### config.mk
export PLATFORM = sky130hd
export DESIGN_NAME = conv_encoder_engine_flat
export DESIGN_NICKNAME = d
export VERILOG_FILES = /design/src/rtl/conv_encoder_engine_pkg.sv /design/src/rtl/conv_encoder_engine_if.sv /design/src/rtl/conv_encoder_engine_poly_bank.sv /design/src/rtl/conv_encoder_engine.sv /design/src/flat_wrapper.sv
export SDC_FILE = /design/constraint.sdc
export NUM_CORES = 1
export LEC_CHECK = 0
export CAP_MARGIN = 10
export CELL_PAD_IN_SITES_DETAIL_PLACEMENT = 1
export CELL_PAD_IN_SITES_GLOBAL_PLACEMENT = 1
export CORE_MARGIN = 2
export CORE_UTILIZATION = 33
export CTS_BUF_LIST = sky130_fd_sc_hd__clkbuf_16
export CTS_CLUSTER_DIAMETER = 50
export CTS_CLUSTER_SIZE = 30
export DETAILED_ROUTE_END_ITERATION = 10
export PLACE_DENSITY = 0.81
export SLEW_MARGIN = 0
export SYNTH_ARGS = -nofsm -noshare
export SYNTH_HDL_FRONTEND = slang
export SYNTH_SLANG_ARGS = --single-unit
### constraint.sdc
create_clock -name clk -period 1.6 [get_ports clk]
set_clock_uncertainty 0.15 [all_clocks]
set_input_delay 0.32 -clock clk [delete_from_list [all_inputs] [get_ports clk]]
set_output_delay 0.32 -clock clk [all_outputs]
set_load 0.01 [all_outputs]
### src/rtl/conv_encoder_engine_pkg.sv
// Shared types and helpers for the framed convolutional encoder.
package conv_enc_pkg;

  typedef enum logic [1:0] {IDLE, RUN, TAIL} state_t;

  localparam logic [7:0] G_INIT_DEF = 8'b1111_1101;

  // Ceiling log2 that never returns 0, so a 1-entry index still gets a bit.
  function automatic int clog2(input int v);
    int r;
    r = 0;
    for (int i = 0; i < 32; i++)
      if ((1 << r) < v) r++;
    return (r == 0) ? 1 : r;
  endfunction

endpackage

### src/rtl/conv_encoder_engine_if.sv
// Config, input and output handshakes of the encoder engine.
interface conv_encoder_engine_if #(
  parameter int N = 2,
  parameter int K = 4
);
  localparam int AW = conv_enc_pkg::clog2(N);

  logic          cfg_load;
  logic [AW-1:0] cfg_addr;
  logic [0:K-1]  cfg_data;
  logic          cfg_ack;
  logic          in_valid;
  logic          in_ready;
  logic          in_bit;
  logic          in_last;
  logic          out_valid;
  logic          out_ready;
  logic [0:N-1]  out_sym;
  logic          out_last;
  logic          busy;

  modport master (
    output cfg_load, cfg_addr, cfg_data, in_valid, in_bit, in_last, out_ready,
    input  cfg_ack, in_ready, out_valid, out_sym, out_last, busy
  );

  modport slave (
    input  cfg_load, cfg_addr, cfg_data, in_valid, in_bit, in_last, out_ready,
    output cfg_ack, in_ready, out_valid, out_sym, out_last, busy
  );
endinterface

### src/rtl/conv_encoder_engine_poly_bank.sv
// N x K generator polynomial registers plus per-polynomial parity over the window.
module conv_enc_poly_bank #(
  parameter int             N      = 2,
  parameter int             K      = 4,
  parameter int             AW     = 1,
  parameter logic [N*K-1:0] G_INIT = '1
) (
  input  logic          clk,
  input  logic          reset,
  input  logic          i_we,
  input  logic [AW-1:0] i_waddr,
  input  logic [0:K-1]  i_wdata,
  input  logic [0:K-1]  i_win,
  output logic [0:N-1]  o_par
);

  logic [0:N-1][0:K-1] r_g;

  always_ff @(posedge clk) begin
    if (!reset) begin
      // g[0] sits in the MSBs of the packed reset vector
      for (int i = 0; i < N; i++)
        r_g[i] <= G_INIT[(N-1-i)*K +: K];
    end else if (i_we) begin
      r_g[i_waddr] <= i_wdata;
    end
  end

  for (genvar i = 0; i < N; i++) begin : g_par
    assign o_par[i] = ^(r_g[i] & i_win);
  end

endmodule

### src/rtl/conv_encoder_engine.sv
// Framed rate-1/N convolutional encoder: one bit in, one N-bit symbol out, optional zero tail.
module conv_encoder_engine
  import conv_enc_pkg::*;
#(
  parameter int             N       = 2,
  parameter int             K       = 4,
  parameter int             TAIL_EN = 1,
  parameter logic [N*K-1:0] G_INIT  = G_INIT_DEF
) (
  input logic                   clk,
  input logic                   reset,
  conv_encoder_engine_if.slave  bus
);

  localparam int AW = clog2(N);
  localparam int TW = clog2(K);

  state_t        r_state;
  logic [0:K-2]  r_sr;
  logic [TW-1:0] r_tail_cnt;
  logic          r_out_valid;
  logic [0:N-1]  r_out_sym;
  logic          r_out_last;
  logic          r_cfg_ack;

  logic          w_slot_free;
  logic          w_cfg_ok;
  logic          w_in_ready;
  logic          w_acc;
  logic          w_cur;
  logic [0:K-1]  w_win;
  logic [0:K-2]  w_sr_shift;
  logic [0:N-1]  w_par;

  assign w_slot_free = !r_out_valid || bus.out_ready;
  assign w_cfg_ok    = bus.cfg_load && (r_state == IDLE) && !r_out_valid &&
                       (int'(bus.cfg_addr) < N);
  // A config write that lands in IDLE takes the cycle; the input bit waits.
  assign w_in_ready  = reset && (r_state != TAIL) && w_slot_free && !w_cfg_ok;
  assign w_acc       = bus.in_valid && w_in_ready;
  assign w_cur       = (r_state == TAIL) ? 1'b0 : bus.in_bit;
  assign w_win       = {w_cur, r_sr};
  assign w_sr_shift  = {w_cur, r_sr[0:K-3]};

  conv_enc_poly_bank #(.N(N), .K(K), .AW(AW), .G_INIT(G_INIT)) u_bank (
    .clk     (clk),
    .reset   (reset),
    .i_we    (w_cfg_ok),
    .i_waddr (bus.cfg_addr),
    .i_wdata (bus.cfg_data),
    .i_win   (w_win),
    .o_par   (w_par)
  );

  always_ff @(posedge clk) begin
    if (!reset) begin
      r_state     <= IDLE;
      r_sr        <= '0;
      r_tail_cnt  <= '0;
      r_out_valid <= 1'b0;
      r_out_sym   <= '0;
      r_out_last  <= 1'b0;
      r_cfg_ack   <= 1'b0;
    end else begin
      r_cfg_ack <= w_cfg_ok;
      if (w_slot_free) r_out_valid <= 1'b0;
      case (r_state)
        IDLE, RUN: begin
          if (w_acc) begin
            r_out_valid <= 1'b1;
            r_out_sym   <= w_par;
            if (bus.in_last && TAIL_EN == 0) begin
              r_sr       <= '0;
              r_out_last <= 1'b1;
              r_state    <= IDLE;
            end else begin
              r_sr       <= w_sr_shift;
              r_out_last <= 1'b0;
              r_state    <= bus.in_last ? TAIL : RUN;
            end
          end
        end
        TAIL: begin
          if (w_slot_free) begin
            r_out_valid <= 1'b1;
            r_out_sym   <= w_par;
            r_sr        <= w_sr_shift;
            // K-1 zeros flush the register, so sr is clear on return to IDLE
            if (r_tail_cnt == TW'(K-2)) begin
              r_out_last <= 1'b1;
              r_tail_cnt <= '0;
              r_state    <= IDLE;
            end else begin
              r_out_last <= 1'b0;
              r_tail_cnt <= r_tail_cnt + 1'b1;
            end
          end
        end
        default: r_state <= IDLE;
      endcase
    end
  end

  assign bus.in_ready  = w_in_ready;
  assign bus.out_valid = r_out_valid;
  assign bus.out_sym   = r_out_sym;
  assign bus.out_last  = r_out_last;
  assign bus.cfg_ack   = r_cfg_ack;
  assign bus.busy      = (r_state != IDLE) || r_out_valid;

endmodule

### src/flat_wrapper.sv
// flat-port wrapper written by rule: the top's interface ports become plain ports
module conv_encoder_engine_flat import conv_enc_pkg::*;
#(
  parameter int             N       = 2,
  parameter int             K       = 4,
  parameter int             TAIL_EN = 1,
  parameter logic [N*K-1:0] G_INIT  = G_INIT_DEF
)
  (clk, reset, bus_cfg_load, bus_cfg_addr, bus_cfg_data, bus_in_valid, bus_in_bit, bus_in_last, bus_out_ready, bus_cfg_ack, bus_in_ready, bus_out_valid, bus_out_sym, bus_out_last, bus_busy);
  conv_encoder_engine_if #(.N(N), .K(K)) bus_i ();
  input logic clk;
  input logic reset;
  input wire logic [$bits(bus_i.cfg_load)-1:0] bus_cfg_load;
  input wire logic [$bits(bus_i.cfg_addr)-1:0] bus_cfg_addr;
  input wire logic [$bits(bus_i.cfg_data)-1:0] bus_cfg_data;
  input wire logic [$bits(bus_i.in_valid)-1:0] bus_in_valid;
  input wire logic [$bits(bus_i.in_bit)-1:0] bus_in_bit;
  input wire logic [$bits(bus_i.in_last)-1:0] bus_in_last;
  input wire logic [$bits(bus_i.out_ready)-1:0] bus_out_ready;
  output wire logic [$bits(bus_i.cfg_ack)-1:0] bus_cfg_ack;
  output wire logic [$bits(bus_i.in_ready)-1:0] bus_in_ready;
  output wire logic [$bits(bus_i.out_valid)-1:0] bus_out_valid;
  output wire logic [$bits(bus_i.out_sym)-1:0] bus_out_sym;
  output wire logic [$bits(bus_i.out_last)-1:0] bus_out_last;
  output wire logic [$bits(bus_i.busy)-1:0] bus_busy;
  assign bus_i.cfg_load = bus_cfg_load;
  assign bus_i.cfg_addr = bus_cfg_addr;
  assign bus_i.cfg_data = bus_cfg_data;
  assign bus_i.in_valid = bus_in_valid;
  assign bus_i.in_bit = bus_in_bit;
  assign bus_i.in_last = bus_in_last;
  assign bus_i.out_ready = bus_out_ready;
  assign bus_cfg_ack = bus_i.cfg_ack;
  assign bus_in_ready = bus_i.in_ready;
  assign bus_out_valid = bus_i.out_valid;
  assign bus_out_sym = bus_i.out_sym;
  assign bus_out_last = bus_i.out_last;
  assign bus_busy = bus_i.busy;
  conv_encoder_engine #(.N(N), .K(K), .TAIL_EN(TAIL_EN), .G_INIT(G_INIT)) u_core (.clk(clk), .reset(reset), .bus(bus_i));
endmodule
==> results of run 1 <==
## cells in the mapped netlist
library cell	n
nor3_1	3
xnor3_1	2
and3_1	1
dfxtp_1	20
a31oi_1	2
nand3b_1	1
o21ai_0	4
nor2_1	5
and2b_1	1
nor2b_1	1
inv_1	4
clkbuf_1	1
a2111oi_0	1
nor3_4	1
a211oi_4	1
or3_1	1
clkinv_1	1
mux2i_1	8
nand3_1	10
buf_6	1
nor4b_4	1
o21a_1	1
nor3b_1	1
a21oi_1	7
nand2_1	19
nand2b_1	5
xor2_1	2
## state kept, by name, indices dropped and copies added, names as in the netlist
signal / flops
u_core.r_sr: 3
u_core.u_bank.r_g: 8
u_core.bus.cfg_ack: 1
u_core.r_tail_cnt: 2
u_core.bus.out_last: 1
u_core.bus.out_sym: 2
u_core.r_state: 2
u_core.bus.out_valid: 1
## path summary, 6_finish.rpt
path                                             to  slack, ps
hold / removal    u_core.u_bank.r_g[1]$_SDFFE_PN0P_        310
hold reg to reg   u_core.u_bank.r_g[1]$_SDFFE_PN0P_        310
setup / recovery  u_core.u_bank.r_g[6]$_SDFFE_PN1P_        -60
setup reg to reg  u_core.u_bank.r_g[6]$_SDFFE_PN1P_        -60
## layout make-up
| class | count | share of cell area |
|---|---|---|
| Timing Repair Buffer | 40 | 0.235 |
| Sequential cell | 20 | 0.272 |
| Clock buffer | 3 | 0.0502 |
| Multi-Input combinational cell | 78 | 0.384 |
| Tap cell | 31 | 0.0259 |
| Clock inverter | 1 | 0.0201 |
| Inverter | 5 | 0.0126 |
## layer usage
metal  GRT usage  share of wire  vias to the layer above  routed length, um
met5           0              0                        -                  0
met4      0.0698          0.014                        0                 36
met3      0.0290          0.027                        4                 72
met2       0.315           0.53                       12               1410
met1       0.197           0.43                      437               1130
li1            -              -                      450                  -
## worst max-delay path: cells and delay by family, from the launching register on
| kind | cells | cell delay [ps] |
|---|---|---|
| DFF | 1 | 360 |
| muxes | 1 | 240 |
| and+or+nand+nor | 3 | 790 |
## power by group through the flow
stage / Sequential [mW] / Combinational (mW) / Clock, mW
after global placement: 0.556 / 0.254 / 0
after CTS: 0.548 / 0.271 / 0.699
final: 0.548 / 0.295 / 0.688
after detailed placement: 0.557 / 0.263 / 0
after global routing: 0.551 / 0.321 / 0.730
after floorplan: 0.561 / 0.125 / 0
## kinds of logic (layout without fill, tap and decap cells)
kind of cell / count (synthesis) / count (layout)
and+or+nand+nor: 50 / 50
DFF: 20 / 20
AOI/OAI and AO/OA: 16 / 16
muxes: 8 / 8
buffers and inverters: 7 / 49
xor gates and xnor gates: 4 / 4
## per-stage QoR
step | TNS, ps | setup slack, ps | util
after detailed placement | -6410 | -518 | 0.473
after CTS | -189 | -56.0 | 0.522
after floorplan | 0 | 10.3 | -
after global placement | -5320 | -491 | 0.473
final | -141 | -55.2 | 0.547
after global routing | -634 | -112 | 0.547
## timing repair
item	in CTS	in global routing
pin swaps	6	12
endpoints found under the setup margin	18	18
cloned	1	0
gates resized for setup	23	14
hold endpoints to repair	0	0
buffers inserted	0	3
==> results.yml, run 1 <==
logic_synthesis:
  avgSynthCellArea_um2: 9.03
  synth-xor-area-share: 0.0660
  yosys.area_share.simple: 0.282
  synth-adder-area-share: 0
  synth_mux_area_frac: 0.0844
  synth_area_um2: 948
  synth_compound_area_frac: 0.109
  synth.distinct_cells: 27
  synth_top_area_frac: 0.422
  yosys.area.top_type: "dfxtp_1"
  yosysSeqAreaShare: 0.422
  postSynthCellCount: 105
  yosysWarnings: 0
  synth_top_family_by_area: "simple AND/OR/NAND/NOR gates"
  synth_nets: 117
  synth_area_leaders: "dfxtp_1 (42%), mux2i_1 (8.4%), nand2_1 (7.5%)"
  ys_ff_latch: 20
pwr:
  clockPowerShare: 0.449
  p_comb_frac: 0.193
  p_sw_frac: 0.226
  switching_power_uw: 346
  seqPwrFrac: 0.358
  ir_drop_mv: 0.866
  p_leak_nw: 0.702
  power_density_nw_per_um2: 1020
  internal_power_mw: 1.19
  finalPower_mw: 1.53
clock_network:
  numCtsBuffers: 3
  clkLatencyLatePin_ps: 250
  cts_max_path_buffers: 2
  cts_tree: "built"
  root_buffer: "clkbuf_16"
  postCtsHoldBufs: 0
  clk_pin_slew_ps: 60
  clock_sinks: 20
  htree_num_levels: 1
finish:
  drive_above_1_share: 0.313
  stdcell_area_um2: 1500
  final_common_cell: "buf_4"
  antenna_cells: 0
  final_cell_mix: "buf_4 (18), dfxtp_1 (17), nand2_1 (16)"
  syn2layout_area_growth_pct: 57.7
  final_cells: 178
  fin_nets: 160
  register_area_um2: 407
  multi_input_area_um2: 574
  nFillCells: 303
die:
  die_x_um: 57.6
  die_h_um: 57.6
  fp-row-count: 19
  coreArea_um2: 2730
  start_util: 0.347
  num_io_pins: 19
  dieArea_um2: 3320
routing:
  num_vias: 903
  drc: 0
  dr.pass1.iters: 2
  drt_iter0_drc: 7
  vias_per_cell: 5.07
  wirelength_mm: 2.66
  post_drt_wl_per_cell_um: 14.9
  route.antenna.remaining_nets: 0
hold_path:
  hp-class: "flop to flop"
  holdCritStartpoint: "u_core.u_bank.r_g[1]$_SDFFE_PN0P_"
  hold_depth: 2
setup_path:
  worstPathMaxFanout: 4
  reg2reg_from: "u_core.bus.out_valid$_SDFF_PN0_"
  critPathCaptureType: "flop"
  start_kind: "flop"
  cpPeakStageDelay_ps: 370
  crit_path_start: "u_core.bus.out_valid$_SDFF_PN0_"
  cp.arrival_ps: 1640
  crit_required_ps: 1590
  critPathKind: "flop to flop"
  r2r_cells: 4
  worstPathCellList: "or3_4, nor3_4, mux2i_1, nand2_1"
  worst_path_max_delay_cell: "or3_4"
placement:
  gp_congestion: 0.733
  place_area_um2: 1290
  hpwl_mm: 1.93
  dp_cells: 170
  port_buffers: 18
sta:
  whs_ps: 313
  finalCritPeriodShare: 1.03
  final_hold_viol_count: 0
  max_slew_margin: 0.789
  worstMarginPinSlew_ps: 309
  setup_violations: 5
  fin_crit_ps: 1660
  final.setup.worst_slack_ps: -55.2
  fmax_ghz: 0.604
  rsz0062_at_grt: "yes"
  slew_violations: 0
global_routing:
  antenna_found_initial: 0
  grt_pass1_wl_mm: 4.32
  grt_max_degree: 13
  grt_pass1_vias: 921
  grt_overflow_total: 0
  track_usage: 0.172
outcome:
  status: "finished with violations"
  violations: "setup timing"
job:
  max_cap_viol_count: 0
Note: power is estimated with default switching activity, not from simulation.
==> inputs of run 2 (changes only) <==
--- a/config.mk
+++ b/config.mk
@@ -14,6 +14,7 @@
 export CTS_CLUSTER_DIAMETER = 50
 export CTS_CLUSTER_SIZE = 30
 export DETAILED_ROUTE_END_ITERATION = 10
+export GPL_ROUTABILITY_DRIVEN = 0
 export PLACE_DENSITY = 0.81
 export SLEW_MARGIN = 0
 export SYNTH_ARGS = -nofsm -noshare
==> results of run 2 <==
Same layout as run 1: the final DEF is identical, and so are final timing and power.
